**src/rtl/credit_tx.sv**
```systemverilog
// Credit-based transmitter: 2-entry in-order buffer feeding a credit-gated write strobe.
// One credit is spent per word sent and one is regained per cr_ret pulse.
module credit_tx #(
    parameter int unsigned WIDTH   = 32,
    parameter int unsigned CREDITS = 4
) (
    input  logic             clk,
    input  logic             reset_n,
    input  logic [WIDTH-1:0] in_data,
    input  logic             in_valid,
    output logic             in_ready,
    output logic [WIDTH-1:0] tx_data,
    output logic             tx_we,
    input  logic             cr_ret,
    output logic [3:0]       credit_cnt,
    output logic             credit_err,
    output logic             idle
);

    localparam logic [3:0] CredMax = 4'(CREDITS);

    logic [WIDTH-1:0] mem_q [2];
    logic             rd_ptr_q, wr_ptr_q;
    logic [1:0]       buf_cnt_q, buf_cnt_d;
    logic             in_ready_q, in_ready_d;
    logic [WIDTH-1:0] tx_data_q, tx_data_d;
    logic             tx_we_q, tx_we_d;
    logic [3:0]       credit_q, credit_d;
    logic             err_q, err_d;
    logic             push, send;

    always_comb begin
        push       = in_valid & in_ready_q;
        send       = (buf_cnt_q != 2'd0) && (credit_q != 4'd0);
        buf_cnt_d  = buf_cnt_q + 2'(push) - 2'(send);
        // Registered ready: depends only on buffer occupancy, never on cr_ret.
        in_ready_d = (buf_cnt_d < 2'd2);
        tx_we_d    = send;
        tx_data_d  = send ? mem_q[rd_ptr_q] : tx_data_q;
        credit_d   = credit_q;
        err_d      = err_q;
        if (send && !cr_ret) begin
            credit_d = credit_q - 4'd1;
        end else if (cr_ret && !send) begin
            if (credit_q == CredMax) begin
                err_d = 1'b1;
            end else begin
                credit_d = credit_q + 4'd1;
            end
        end
    end

    always_ff @(posedge clk or negedge reset_n) begin
        if (!reset_n) begin
            mem_q[0]   <= '0;
            mem_q[1]   <= '0;
            rd_ptr_q   <= 1'b0;
            wr_ptr_q   <= 1'b0;
            buf_cnt_q  <= 2'd0;
            in_ready_q <= 1'b1;
            tx_data_q  <= '0;
            tx_we_q    <= 1'b0;
            credit_q   <= CredMax;
            err_q      <= 1'b0;
        end else begin
            if (push) begin
                mem_q[wr_ptr_q] <= in_data;
                wr_ptr_q        <= ~wr_ptr_q;
            end
            if (send) begin
                rd_ptr_q <= ~rd_ptr_q;
            end
            buf_cnt_q  <= buf_cnt_d;
            in_ready_q <= in_ready_d;
            tx_data_q  <= tx_data_d;
            tx_we_q    <= tx_we_d;
            credit_q   <= credit_d;
            err_q      <= err_d;
        end
    end

    always_comb begin
        in_ready   = in_ready_q;
        tx_data    = tx_data_q;
        tx_we      = tx_we_q;
        credit_cnt = credit_q;
        credit_err = err_q;
        idle       = (credit_q == CredMax) && (buf_cnt_q == 2'd0) && !tx_we_q;
    end

endmodule

```
**config.mk**
```make
export PLATFORM = sky130hd
export DESIGN_NAME = credit_tx
export DESIGN_NICKNAME = d
export VERILOG_FILES = /design/src/rtl/credit_tx.sv
export SDC_FILE = /design/constraint.sdc
export NUM_CORES = 1
export LEC_CHECK = 0
export CAP_MARGIN = 20
export CORE_MARGIN = 5
export CORE_UTILIZATION = 53
export DETAILED_ROUTE_END_ITERATION = 8
export PLACE_DENSITY = 0.8
export SYNTH_ARGS = -nofsm -noshare
export SYNTH_HDL_FRONTEND = slang
export SYNTH_SLANG_ARGS = --single-unit
```
**constraint.sdc**
```tcl
create_clock -name clk -period 3.5 [get_ports clk]
set_input_delay 0.35 -clock clk [delete_from_list [all_inputs] [get_ports clk]]
set_output_delay 0.35 -clock clk [all_outputs]
set_load 0.02 [all_outputs]
```
* Word-level counts from Yosys, hierarchy flattened
Index checks and enable logic that the tools add are counted.
Word-level totals: register bits after elaboration 107, bits in latches 0, memory bits (writable) 0, memory bits (read-only) 0, output and inout port bits 40, word-level logic and storage cells 50, memories kept 0
Cells by class: $add $sub $neg 4, multiply operators 0, div/mod/pow operators 0, $lt $le $gt $ge 4, equal/unequal tests 2, shift-type cells 0, multiplexer cells 9, bitwise logic cells 6, reductions and logical operators 15
Operator list (number):
- two-way mux 32 bit | 4
- bitwise mux 64 bit | 1
- demux 32 bit (select 1 bit) | 1
- two-way mux 4 bit | 3
- logical AND 1 bit | 6
- adder 4 x 1 -> 4 bit (second input constant) | 1
- == test 4 x 3 -> 1 bit (second input constant) | 1
- greater-or-equal comparator 2 bit (second input constant) | 2
- inverter 1 -> 2 bit | 2
- nonzero test 2 bit | 2
- nonzero test 4 bit | 1
- subtractor 4 x 1 -> 4 bit (second input constant) | 1
- logical NOT 1 bit | 3
- inverter 1 bit | 3
- AND reduction 3 bit | 1
- adder 2 x 1 -> 2 bit | 1
- logical NOT 2 bit | 1
- < comparator 2 x 1 -> 1 bit (second input constant) | 1
- < comparator 2 bit (second input constant) | 1
- inequality test 2 bit (second input constant) | 1
- AND reduction 2 bit | 1
- subtractor 2 x 1 -> 2 bit | 1
- bitwise AND 1 bit | 1

* Depth between registers and ports, before layout
Gate-level depths: netlist of run 1.
depth after elaboration 6, mapped depth 13, gate-level depth less buffers 9

* Worst setup path after synthesis of run 1
OpenSTA, ideal clock, no wires.
kind register -> register, from register credit_q[1] (netlist: credit_cnt[1]), to register credit_q[2] (netlist: credit_cnt[2]), setup time 61 ps, arrival time 2584 ps, required time 3439 ps, slack 854 ps, cell stages (with the launch flop) 14, buffers on the path 4, period minus slack after synthesis 2646 ps, cell sequence dfrtp_1 > buf_6 > nor3_1 > a21oi_1 > buf_2 > buf_2 > ha_1 > buf_2 > xor2_1 > ha_1 > a21oi_1 > xor2_1 > o21ai_0 > o31a_1
Between the ends: cells in the longest elaborated chain, start to end 6, elaborated cells between the ends (all ways) 14, classes of those cells add/sub: 2; eq/ne: 2; mux: 3; reduce/logical: 7
Ends and longest elaborated chain:
- start, declared | line 28 | logic [3:0] credit_q, credit_d;
- start signal, assigned | line 63 | credit_q <= CredMax;
- start signal, assigned | line 77 | credit_q <= credit_d;
- nonzero test 4 bit * | line 34 | send = (buf_cnt_q != 2'd0) && (credit_q != 4'd0);
- logical AND 1 bit * | line 34
- named net send | line 30 | logic push, send;
- logical NOT 1 bit | line 44 | end else if (cr_ret && !send) begin
- logical AND 1 bit | line 44
- nonzero test 2 bit (no line)
- AND reduction 2 bit (no line)
The timed path passes the listed nets; every way through them passes the cells marked *. The select of a mux whose other input is x is not followed. A chain may end at the register's enable or synchronous reset.

* Worst setup path after layout of run 1
from register credit_q[2] (netlist: credit_cnt[2]), to output idle
Between the ends: cells in the longest elaborated chain, start to end 3
Ends and longest elaborated chain:
- == test 4 x 3 -> 1 bit | line 88 | idle = (credit_q == CredMax) && (buf_cnt_q == 2'd0) && !tx_we_q;
- logical AND 1 bit (2 in series) | line 88
- end, declared | line 17 | output logic idle
No other way between the ends.

==> metrics.cfg, run 1 <==
[status]
outcome = finished clean

[grt]
overflow = 0
gr-usage-all-layers = 0.164
antenna_found_initial = 0
grt_pass1_wl_um = 13100
grt_pass1_vias = 2715
grt_max_degree = 87

[sta]
setup_viol = 0
whs_ns = 0.371
min_period_ns = 2.65
worst_slew_pin_slew_ns = 1.01
setup_tns_ns = 0
fin_crit_sh = 0.757
skew_ns = 0.0110
slew_violations = 0
max_freq_mhz = 378
hold_viol = 0
maxSlewHeadroom = 0.323
rsz0062_at_grt = no

[finish]
area_growth_pct = 24.6
layout_common_cells = 104 x dfrtp_1, 74 x clkdlybuf4s50_1, 64 x mux2_2
finalNetCount = 445
final_cell_area_sq_um = 5500
final_util = 0.673
layout_commonest_cell = dfrtp_1
fillers = 618
antenna_cells = 0
drive_gt1_frac = 0.233

[detailed_routing]
met1Wirelength_um = 3610
highest_layer = met4
ant_nets = 0
dr.pass1.iters = 4
wl_um = 8140
viasPerCell = 5.32
drc = 0
vias = 2731
wire_per_inst_um = 15.9
wl_met3_um = 361
dr_wl_met2_um = 4080
drtIter0Drc = 87

[synthesis]
syn_inst = 331
avgSynthCellArea_sq_um = 13.3
synth_seq_cells = 107
yosys_warnings = 0
syn_nets = 373
synth_cell_types = 30
synth_edf_count = 0
synth_area_sq_um = 4420
synthFlopType = dfrtp_1
synth-async-reset-ratio = 1.00
synth-seq-area-share = 0.607

[place]
place_congestion = 0.748
dpl.hpwl_um = 5220
dpl_cell_area_sq_um = 5250
portBuffers = 75

[worst_setup_path]
r2r_setup_slack_ns = 0.92
worst-r2r-cell-count = 9
critical_path_class = register to output port
arrival_ns = 2.30
timing.rr.start = credit_cnt[1]
crit_fanout = 8
cp.required_ns = 3.15
start_kind = register
r2r_end = credit_cnt[2]
crit_path_end_kind = output port

[clock_network]
clk_pin_slew_ns = 0.10
cts.sinks = 107
clockBufferDepth = 2
clock-root-buffer = clkbuf_8
cts_made_buffers = 9
cts_setup_buffers = 0
cts.htree.levels = 3
clock_latency_ns = 0.36
cts_tree = done

[pwr]
power_per_cell_area_nw_per_um2 = 1020
p_leak_nw = 2.41
report.power.total_mw = 5.64
ir_drop_uv = 379

[floorplan]
initial_core_util = 0.540
core_area_sq_um = 8180
dieArea_sq_um = 10300
rows = 33
die_h_um = 101
die_x_um = 101
io_pins = 76

[worst_hold_path]
hold_path_class = primary input to asynchronous set/reset pin

[flow_run]
maxCapViolations = 0

==> report_power, final <==
part	switching, mW	internal, mW
clock network	0.413	0.403
registers	0.460	1.91
logic	1.14	1.31
total	2.02	3.62
==> critical path, stage by stage, from the launching register on <==
cell and delay (ns):
dfstp_2 0.61, or4b_4 0.49, nor4_1 0.18, clkdlybuf4s50_1 0.65
==> timing repair <==
| item | 4_1_cts | 5_1_grt |
|---|---|---|
| hold buffers | 0 | 1 |
| hold endpoints to repair | 0 | 10 |
| resized for setup | 0 | 0 |
==> cell type report <==
cell class                 count  area, sq um  area share
clock inverter                 6         90.1      0.0164
timing repair buffer          81          816       0.148
clock buffer                  10          128      0.0232
inverter                       5         18.8     0.00341
tap                          105          131      0.0239
multi-input combinational    199         1640       0.298
sequential                   107         2680       0.487
==> synthesized netlist by cell type (4+ instances only) <==
cell      number  area, sq um
mux2_2        64          721
mux2i_1       32          320
inv_1          5         18.8
nand2_1        4         15.0
xor2_1         4         35.0
nor2_1        34          128
ha_1           6         75.1
clkbuf_1       6         22.5
buf_2         10         50.1
dfrtp_1      105         2630
a21oi_1       36          180
==> through the flow <==
stage | worst slack [ns] | std cells
after floorplan | 0.854 | 331
after global placement | 1.16 | 495
after detailed placement | 1.00 | 495
after CTS | 0.826 | 511
after global routing | 0.763 | 513
final | 0.852 | 513
==> sequential cells by signal, summed over array words and instances (netlist names) <==
register,count
buf_cnt_q,2
credit_err,1
credit_cnt,4
tx_we,1
tx_data,32
mem_q,64
in_ready,1
rd_ptr_q,1
wr_ptr_q,1
==> worst max path at each step <==
stage	cells after the start	end	slack, ns	from
final	3	idle	0.85	credit_cnt[2]
after global routing	3	idle	0.76	credit_cnt[2]
after CTS	3	idle	0.83	credit_cnt[2]
after detailed placement	9	credit_cnt[2]	1.00	credit_cnt[1]
after global placement	9	credit_cnt[2]	1.16	credit_cnt[1]
after floorplan	13	credit_cnt[2]	0.85	credit_cnt[1]
==> kinds of logic (layout without fill, tap and decap cells) <==
family | count (synthesis) | in the layout | share of synthesized area
AOI/OAI and AO/OA | 42 | 42 | 0.0501
xor gates and xnor gates | 7 | 7 | 0.0139
adders and majority gates | 6 | 6 | 0.0170
buffers and inverters | 25 | 102 | 0.0258
DFF | 107 | 107 | 0.607
muxes | 97 | 97 | 0.239
and+or+nand+nor | 47 | 47 | 0.0473
==> routing by layer <==
| layer | vias to the layer above | track usage |
|---|---|---|
| li1 | 1285 | - |
| met5 | - | 0 |
| met4 | 0 | 0.0613 |
| met1 | 1385 | 0.225 |
| met3 | 6 | 0.0365 |
| met2 | 55 | 0.259 |
No activity file was read; power rests on OpenSTA's default activity.
==> inputs of run 2 (changes only) <==
Settings changed: CORE_UTILIZATION 53 to 47, PLACE_DENSITY 0.8 to 0.75.
Clock period 3.5 ns to 2.3 ns, I/O delays scaled along.
==> run 2 against run 1 <==
Against the previous run: clock skew rose by 0.0034 ns; die area rose by 11%; sequential cell count did not move; sequential power rose by 47%; utilization fell by 6.7 points; clock-buffer cell count rose by 1; critical endpoint unchanged; largest power group unchanged.
==> metrics.cfg, run 2 (synthesis gave the netlist of run 1 again) <==
[pwr]
report.power.total_mw = 8.57  ; +52%
ir_drop_uv = 594  ; +57%
comb_power_share = 0.463  ; +0.028
p_int_mw = 5.46  ; +51%
power_per_cell_area_nw_per_um2 = 1540  ; +50%
p_seq_frac = 0.407  ; -0.013
switchingPower_mw = 3.11  ; +54%
swShare = 0.363  ; +0.00488
p_leak_nw = 2.45  ; +1.6%
clockPowerShare = 0.130  ; -0.015

[worst_setup_path]
start_kind = register
worst-r2r-cell-count = 10  ; +1
cp.required_ns = 2.07  ; -1.08 ns
r2r_end = credit_cnt[2]
timing.rr.start = credit_cnt[1]
arrival_ns = 1.92  ; -0.38 ns
crit_fanout = 7  ; -1
r2r_setup_slack_ns = 0.19  ; -0.73 ns
crit_path_end_kind = output port
critical_path_class = register to output port

[sta]
fin_crit_sh = 0.934
max_freq_mhz = 465
slew_violations = 0  ; unchanged
setup_tns_ns = 0  ; unchanged
worst_slew_pin_slew_ns = 0.850  ; -0.165 ns
rsz0062_at_grt = no
hold_viol = 0  ; unchanged
min_period_ns = 2.15
skew_ns = 0.0145  ; +0.00342 ns
maxSlewHeadroom = 0.433  ; +0.110
setup_viol = 0  ; unchanged

[finish]
drive_gt1_frac = 0.263  ; +0.0304
largest_register_ffs = 64  ; unchanged
area_growth_pct = 26.1
antenna_cells = 0  ; unchanged
final_cell_area_sq_um = 5570  ; +1.2%
finalNetCount = 451  ; +1.3%
top_register = mem_q
final_util = 0.606  ; -0.0674
layout_common_cells = 102 x dfrtp_1, 73 x clkdlybuf4s50_1, 64 x mux2_2
layout_commonest_cell = dfrtp_1

[grt]
grt_pass1_wl_um = 13900  ; +5.8%
antenna_found_initial = 0  ; unchanged
grt_pass1_vias = 2831  ; +4.3%
gr-usage-all-layers = 0.151  ; -0.0131
overflow = 0  ; unchanged
grt_max_degree = 56  ; -36%

[floorplan]
dieArea_sq_um = 11400  ; +11%
initial_core_util = 0.480  ; -0.0600
rows = 35  ; +6.1%
die_x_um = 107  ; +5.6%
core_area_sq_um = 9200  ; +12%
die_h_um = 107  ; +5.6%
io_pins = 76  ; unchanged

[worst_hold_path]
hold_path_class = primary input to asynchronous set/reset pin

[detailed_routing]
wire_per_inst_um = 15.5  ; -2.1%
dr.pass1.iters = 4  ; unchanged
ant_nets = 0  ; unchanged
drtIter0Drc = 66  ; -24%
drc = 0  ; unchanged
vias = 2721  ; -0.37%
viasPerCell = 5.18  ; -2.6%
wl_um = 8150  ; +0.20%

[place]
dpl_cell_area_sq_um = 5340  ; +1.8%
dpl.hpwl_um = 5440  ; +4.2%
portBuffers = 75  ; unchanged
place_congestion = 0.740  ; -1.1%

[clock_network]
clk_pin_slew_ns = 0.11  ; about the same
cts.htree.levels = 3  ; unchanged
cts_tree = done
cts.sinks = 107  ; unchanged
cts_made_buffers = 9  ; unchanged
clock-root-buffer = clkbuf_8
clockBufferDepth = 2  ; unchanged
clock_latency_ns = 0.36  ; about the same

[flow_run]
maxCapViolations = 0  ; unchanged

[status]
outcome = finished clean

==> run 2: changes by cell type in the layout (fill, tap and decap cells not counted), moves of 2 or more <==
cell        delta
buf_4          +5
clkinvlp_4     -3
buf_12         +2
bufinv_16      -2
clkbuf_8       +2
clkinv_4       +2
dfrtp_1        -2
dfrtp_2        +2
ha_1           -2
==> run 2: power by group through the flow <==
stage	clock network, mW	registers (mW)	logic, mW
2_1_floorplan	0	3.80	2.38
3_3_place_gp	0	3.49	3.88
3_5_place_dp	0	3.53	3.99
4_1_cts	1.15	3.49	4.00
5_1_grt	1.23	3.62	4.35
6_report	1.11	3.48	3.97
==> run 2: area by class of cell <==
cell class | instances | area (sq um)
fill | 706 | 3620
sequential | 107 | 2680
multi-input combinational | 199 | 1670
timing repair buffer | 87 | 865
clock buffer | 11 | 151
tap | 111 | 139
clock inverter | 5 | 45.0
inverter | 5 | 18.8
==> run 2: metrics by stage <==
stage / worst slack [ns] / instances / hold WS [ns]
detailed placement: 0.127 / 505 / 0.166
floorplan: 0.0184 / 331 / -0.0656
global placement: 0.211 / 505 / 0.165
CTS: 0.108 / 522 / 0.304
finish: 0.152 / 525 / 0.307
global route: 0.0769 / 525 / 0.331
==> run 2: critical path: stages, from the launching register on <==
cell           delay, ns
dfrtp_2             0.48
or4b_4              0.57
nor4_1              0.16
dlygate4sd2_1       0.36
==> run 2: what timing repair did <==
action,4_1_cts,5_1_grt
pin swaps,0,2
setup buffers,0,3
hold buffers,1,0
endpoints found under the hold margin,23,0
setup endpoints to repair,1,1
gates resized for setup,1,0
==> run 2: how the worst max path moves through the flow <==
| stage | start | endpoint | slack [ns] | cells past startpoint |
|---|---|---|---|---|
| 5_1_grt | credit_cnt[2] | credit_cnt[2] | 0.08 | 10 |
| 3_3_place_gp | credit_cnt[2] | credit_cnt[2] | 0.21 | 10 |
| 4_1_cts | credit_cnt[2] | credit_cnt[2] | 0.11 | 10 |
| 6_report | credit_cnt[0] | idle | 0.15 | 3 |
| 2_1_floorplan | credit_cnt[1] | credit_cnt[2] | 0.02 | 13 |
| 3_5_place_dp | credit_cnt[2] | credit_cnt[2] | 0.13 | 10 |
==> run 2: metal layers <==
| layer | vias to the layer above | wire length, um | part of all wire | global-route usage |
|---|---|---|---|---|
| li1 | 1303 | - | - | - |
| met1 | 1356 | 3750 | 0.46 | 0.206 |
| met4 | 0 | 100 | 0.012 | 0.0575 |
| met2 | 54 | 3990 | 0.49 | 0.243 |
| met5 | - | 0 | 0 | 0 |
| met3 | 8 | 311 | 0.038 | 0.0253 |
